File: config.mk
export PLATFORM = sky130hd
export DESIGN_NAME = dig_divider_scheduler
export DESIGN_NICKNAME = d
export VERILOG_FILES = /design/src/rtl/dig_divider_scheduler_pkg.sv /design/src/rtl/dig_divider_channel.sv /design/src/rtl/dig_divider_scheduler.sv
export SDC_FILE = /design/constraint.sdc
export NUM_CORES = 1
export LEC_CHECK = 0
export ABC_CLOCK_PERIOD_IN_PS = 5000
export BUFFER_PORTS_ARGS = -buffer_cell sky130_fd_sc_hd__buf_2
export CAP_MARGIN = 10
export CORE_MARGIN = 4
export CORE_UTILIZATION = 40
export CTS_CLUSTER_DIAMETER = 40
export DETAILED_ROUTE_END_ITERATION = 8
export PLACE_DENSITY = 0.58
export SLEW_MARGIN = 25
export SYNTH_ARGS = -nofsm -noshare
export SYNTH_HDL_FRONTEND = slang
export SYNTH_SLANG_ARGS = --single-unit
File: constraint.sdc
create_clock -name clk -period 5 [get_ports clk]
set_input_delay 0.5 -clock clk [delete_from_list [all_inputs] [get_ports clk]]
set_output_delay 0.5 -clock clk [all_outputs]
set_load 0.03 [all_outputs]
File: src/rtl/dig_divider_scheduler_pkg.sv
// Shared types for the divider scheduler: FSM state encoding and channel-select width.
package divsched_pkg;

   typedef enum logic [1:0] {ST_IDLE, ST_ALIGN, ST_RUN} state_t;

   // Channel-select width, never narrower than one bit so a single-channel build still has a port.
   function automatic int ch_w(input int n);
      return (n > 1) ? $clog2(n) : 1;
   endfunction

endpackage

File: src/rtl/dig_divider_channel.sv
// One divider channel: counts 0..div in RUN and emits a tick at terminal count; optional sq (DIVSCHED_SQ_OUT_EN).
// Latency: tick is combinational from the registered counter; reloads land at the next terminal count (or next cycle when stopped).
// Backpressure: pending flag stays set until the staged divisor is applied; the top stalls further writes on it.
module dig_divider_channel #(
   parameter int WIDTH       = 32,
   parameter int DEFAULT_DIV = 1
) (
   input  logic             clk,
   input  logic             rst,
   input  logic             run,
   input  logic             clear,
   input  logic             wr_en,
   input  logic [WIDTH-1:0] wr_div,
   output logic             tick,
   output logic             pending
`ifdef DIVSCHED_SQ_OUT_EN
   ,
   output logic             sq
`endif
);

   logic [WIDTH-1:0] cnt;
   logic [WIDTH-1:0] div;
   logic [WIDTH-1:0] pend_div;
   logic             term;

   assign term = (cnt == div);
   assign tick = run & ~clear & term;

   always_ff @(posedge clk) begin
      if (rst) begin
         cnt      <= '0;
         div      <= WIDTH'(DEFAULT_DIV);
         pend_div <= '0;
         pending  <= 1'b0;
      end else begin
         if (clear) begin
            cnt <= '0;
         end else if (run) begin
            cnt <= term ? '0 : cnt + WIDTH'(1);
         end
         // A write is only accepted while pending is clear, so staging and applying never collide.
         if (wr_en) begin
            pend_div <= wr_div;
            pending  <= 1'b1;
         end else if (pending && (clear || tick)) begin
            div     <= pend_div;
            pending <= 1'b0;
         end
      end
   end

`ifdef DIVSCHED_SQ_OUT_EN
   always_ff @(posedge clk) begin
      if (rst || clear) begin
         sq <= 1'b0;
      end else if (tick) begin
         sq <= ~sq;
      end
   end
`endif

endmodule

File: src/rtl/dig_divider_scheduler.sv
// Multi-channel clock-enable scheduler with start/stop phase alignment; sq outputs under DIVSCHED_SQ_OUT_EN.
// Latency: busy one cycle after start; first tick div+1 cycles after RUN entry (one ALIGN cycle between).
// Backpressure: cfg_ready drops while the addressed channel still holds an unapplied divisor.
module dig_divider_scheduler
   import divsched_pkg::*;
#(
   parameter  int CHANNELS    = 4,
   parameter  int WIDTH       = 32,
   parameter  int DEFAULT_DIV = 1,
   localparam int CH_W        = ch_w(CHANNELS)
) (
   input  logic                clk,
   input  logic                rst,
   input  logic                start,
   input  logic                stop,
   output logic                busy,
   input  logic                cfg_valid,
   output logic                cfg_ready,
   input  logic [CH_W-1:0]     cfg_ch,
   input  logic [WIDTH-1:0]    cfg_div,
   output logic [CHANNELS-1:0] tick
`ifdef DIVSCHED_SQ_OUT_EN
   ,
   output logic [CHANNELS-1:0] sq
`endif
);

   state_t              state;
   state_t              state_nxt;
   logic                run;
   logic [CHANNELS-1:0] pending;
   logic [CHANNELS-1:0] wr_en;

   always_ff @(posedge clk) begin
      if (rst) begin
         state <= ST_IDLE;
      end else begin
         state <= state_nxt;
      end
   end

   // stop wins over start; start outside IDLE is ignored.
   always_comb begin
      state_nxt = state;
      case (state)
         ST_IDLE:  if (start && !stop) state_nxt = ST_ALIGN;
         ST_ALIGN: state_nxt = stop ? ST_IDLE : ST_RUN;
         ST_RUN:   if (stop) state_nxt = ST_IDLE;
         default:  state_nxt = ST_IDLE;
      endcase
   end

   assign busy = (state != ST_IDLE);
   assign run  = (state == ST_RUN);

   // Out-of-range channel numbers match nothing: ready stays 1 and the write is dropped.
   always_comb begin
      cfg_ready = 1'b1;
      wr_en     = '0;
      for (int i = 0; i < CHANNELS; i++) begin
         if (cfg_ch == CH_W'(i)) begin
            cfg_ready = ~pending[i];
            wr_en[i]  = cfg_valid & ~pending[i];
         end
      end
   end

   for (genvar g = 0; g < CHANNELS; g++) begin : g_ch
      dig_divider_channel #(
         .WIDTH       (WIDTH),
         .DEFAULT_DIV (DEFAULT_DIV)
      ) u_ch (
         .clk     (clk),
         .rst     (rst),
         .run     (run),
         .clear   (~run),
         .wr_en   (wr_en[g]),
         .wr_div  (cfg_div),
         .tick    (tick[g]),
         .pending (pending[g])
`ifdef DIVSCHED_SQ_OUT_EN
         ,
         .sq      (sq[g])
`endif
      );
   end

endmodule

==> results.py <==
metrics = {
    "cts": {
        "clk-insertion-delay-late_ns": 0.59,
        "htree_num_levels": 3,
        "cts-root-buf": "sky130_fd_sc_hd__clkbuf_16",
        "clkSlewWorstSetupHoldPaths_ns": 0.05,
        "post_cts_buffers": 0,
        "ctsHoldBuffers": 0,
        "cts_num_sinks": 390,
        "clockBufferDepth": 3,
        "tritoncts": "built",
        "cts_made_buffers": 68,
        "post_cts.resized_instances": 0,
    },
    "min_path": {
        "worstHoldPathCells": 2,
        "worstHoldPathType": "input port to flip-flop",
        "hold-path-endpoint": "state[1]",
        "timing.hold.worst.start": "stop",
    },
    "drt": {
        "number_of_drc_violations_after_detailed_routing": 0,
        "antenna_left": 0,
        "avgRoutedWirePerCell_um": 19.7,
        "vias_per_cell": 5.95,
        "detailedRoute.firstIterationViolations": 1467,
        "detailroute.via_count": 17300,
        "first_pass_iters": 6,
        "totalWireLength_um": 57300,
    },
    "timing": {
        "max_freq_ghz": 0.274,
        "final-hold-violation-count": 0,
        "layout_worst_path_cycle_share_pct": 73.1,
        "timing.setup.tns_ns": 0,
        "worst_clock_skew_ns": 0.0249,
        "grt_setup_unrepaired": "no",
        "worst_pin_slew_ns": 0.932,
        "timing.max_slew.rel_slack_pct": 37.3,
        "final_max_slew_viol_count": 0,
        "final_period_minus_worst_setup_slack_ns": 3.65,
        "timing.final.setup_violations": 0,
    },
    "floorplanning": {
        "die_w_um": 226,
        "ioPinCount": 45,
        "floorplan.die_area_mm2": 0.0509,
        "placementRows": 79,
        "chipHeight_um": 226,
        "design.core.area_mm2": 0.0467,
        "initial_utilization_pct": 40.6,
    },
    "finish": {
        "num-fill-cells": 4510,
        "syn2layout_area_growth_pct": 15.1,
        "antenna_cells_inserted": 0,
        "final_net_count": 2297,
        "utilization_pct": 46.7,
        "fin_cells": 2910,
        "layout.cells.most_common": "sky130_fd_sc_hd__nand2_1",
        "layout_common_cells": "sky130_fd_sc_hd__nand2_1 (424), sky130_fd_sc_hd__dfxtp_1 (390), sky130_fd_sc_hd__xor2_1 (209)",
        "post_route_cells_drive_above_1_share_pct": 9.25,
    },
    "setup_path": {
        "rr_startpoint": "g_ch[3].u_ch.cnt[11]",
        "timing.critical_path.to_type": "output port",
        "crit_path_dat_ns": 3.15,
        "ff2ff_path_depth": 7,
        "cp_max_fo": 23,
        "r2r-end": "g_ch[3].u_ch.div[1]",
        "required_ns": 4.50,
        "worst-setup-path-type": "flip-flop to output port",
        "reg2reg_setup_slack_ns": 1.95,
        "setup.worst_path.start_class": "flip-flop",
    },
    "yosys": {
        "ys_warn_count": 0,
        "synthCells": 2325,
        "number_of_flops_mapped_to_enable_cells_by_yosys": 0,
        "count_of_unique_library_cells_instantiated_by_yosys": 43,
        "synth.net_count": 2368,
        "ys.flop_type": "sky130_fd_sc_hd__dfxtp_1",
        "synth-seq-cells": 390,
        "synth_async_sr_flop_share_pct": 0,
        "synthesis.area_mm2": 0.0189,
        "syn_avg_cell_area_um2": 8.14,
        "synth.yosys.seq_area_share_pct": 41.3,
    },
    "place": {
        "post-dp-hpwl_um": 34900,
        "place.detailed.instances": 2790,
        "placer_s_final_routability_congestion_estimate": 0.825,
        "port_buffers": 44,
    },
    "global_route": {
        "largest_net_degree_at_the_start_of_global_routing": 253,
        "grt_use_total_pct": 21.9,
        "grt_pass1_wl_um": 90600,
        "number_of_antenna_violations_at_the_first_check_in_global_routing": 1,
        "overflow": 0,
        "via_count_of_the_first_global_routing_pass": 16000,
    },
    "run_status": {
        "outcome": "completed",
    },
    "power": {
        "power.density_cell_area_mw_per_mm2": 392,
        "tot_pwr_w": 0.00853,
        "power.leakage_nw": 7.64,
        "worst_ir_drop_vdd_uv": 244,
    },
    "run": {
        "max_cap_violations": 0,
    },
}
==> sequential cells by signal (all words and copies together) (netlist names) <==
signal and count:
g_ch.u_ch.div 128, g_ch.u_ch.cnt 128, g_ch.u_ch.pend_div 128, state 2
g_ch.u_ch.pending 4
==> critical path: stages (launching register included) <==
cell,delay (ns)
sky130_fd_sc_hd__dfxtp_1,0.35
sky130_fd_sc_hd__xor2_1,0.16
sky130_fd_sc_hd__nor4_1,0.41
sky130_fd_sc_hd__nand4_2,0.67
sky130_fd_sc_hd__buf_4,0.44
sky130_fd_sc_hd__or2_1,0.24
sky130_fd_sc_hd__nor2_1,0.10
sky130_fd_sc_hd__buf_2,0.21
==> synth_stat cells, types with 3 or more instances <==
cell                        number  area [µm²]
sky130_fd_sc_hd__a211oi_1        4        30.0
sky130_fd_sc_hd__a21oi_1       136         681
sky130_fd_sc_hd__a31oi_1       124         776
sky130_fd_sc_hd__and2_1          4        25.0
sky130_fd_sc_hd__and3_1         22         138
sky130_fd_sc_hd__and4_1          9        78.8
sky130_fd_sc_hd__buf_1          10        37.5
sky130_fd_sc_hd__buf_2          15        75.1
sky130_fd_sc_hd__buf_4           4        30.0
sky130_fd_sc_hd__buf_6           6        67.6
sky130_fd_sc_hd__clkbuf_1      186         698
sky130_fd_sc_hd__dfxtp_1       390        7810
sky130_fd_sc_hd__ha_1            4        50.1
sky130_fd_sc_hd__inv_1          10        37.5
sky130_fd_sc_hd__nand2_1       424        1590
sky130_fd_sc_hd__nand2b_1        7        43.8
sky130_fd_sc_hd__nand3_1        45         225
sky130_fd_sc_hd__nand4_1        52         325
sky130_fd_sc_hd__nand4b_1        3        26.3
sky130_fd_sc_hd__nor2_1        141         529
sky130_fd_sc_hd__nor2b_1         3        18.8
sky130_fd_sc_hd__nor3_1        139         696
sky130_fd_sc_hd__nor4_1         47         294
sky130_fd_sc_hd__o2111ai_1     124        1090
sky130_fd_sc_hd__o21ai_0        11        55.1
sky130_fd_sc_hd__o21ai_1         4        20.0
sky130_fd_sc_hd__o22ai_1         4        25.0
sky130_fd_sc_hd__o311ai_0        4        35.0
sky130_fd_sc_hd__o311ai_1      120        1050
sky130_fd_sc_hd__o31ai_1         4        30.0
sky130_fd_sc_hd__or2_1           4        25.0
sky130_fd_sc_hd__or3_1          11        68.8
sky130_fd_sc_hd__xnor2_1        32         280
sky130_fd_sc_hd__xor2_1        209        1830
==> routing by layer <==
metal,routed length [µm],GRT usage [%],vias to the layer above
li1,-,-,8396
met1,26500,31.1,8300
met2,25500,33.6,537
met3,3360,3.10,94
met4,1950,8.91,2
met5,13,0,-
==> final cells by class <==
type,instances,area [µm²],share of cell area [%]
clock buffers,87,1920,8.80
clock inverters,32,515,2.37
inverters,12,50.0,0.230
multi-input cells,1702,10200,46.8
flip-flops and latches,390,7810,35.8
well taps,607,759,3.49
repair buffers,80,533,2.45
==> cell families after synthesis <==
| logic type | share of synthesized area (%) |
|---|---|
| DFF | 41.3 |
| adders and majority gates | 0.264 |
| and+or+nand+nor | 22.3 |
| xor gates and xnor gates | 11.2 |
| buffers and inverters | 5.04 |
| AOI/OAI and AO/OA | 20.0 |
==> where the power goes <==
part	internal (W)	switching, W	total, W
sequential	0.00316	0.0000292	0.00318
combinational	0.0000721	0.000308	0.000381
clock	0.00333	0.00164	0.00497
total	0.00656	0.00197	0.00853
==> worst max path at each step <==
stage | start | end | slack (ns) | cells after the start
after floorplan | g_ch[2].u_ch.cnt[2] | tick[2] | 2.69 | 9
after global placement | g_ch[3].u_ch.cnt[11] | tick[3] | 1.96 | 7
after detailed placement | g_ch[3].u_ch.div[21] | tick[3] | 1.94 | 7
after CTS | g_ch[3].u_ch.cnt[11] | tick[3] | 1.34 | 7
after global routing | g_ch[3].u_ch.cnt[24] | tick[3] | 1.18 | 7
final | g_ch[3].u_ch.cnt[11] | tick[3] | 1.35 | 7
==> stage by stage <==
| step | setup slack (ns) | hold WS [ns] | instance area, µm² |
|---|---|---|---|
| 6_report | 1.35 | 0.103 | 21800 |
| 4_1_cts | 1.34 | 0.0788 | 21800 |
| 3_3_place_gp | 1.96 | 0.440 | 19300 |
| 5_1_grt | 1.18 | 0.0932 | 21800 |
| 3_5_place_dp | 1.94 | 0.444 | 19300 |
| 2_1_floorplan | 2.69 | 0.431 | 18900 |
(Power assumes the default switching activity.)
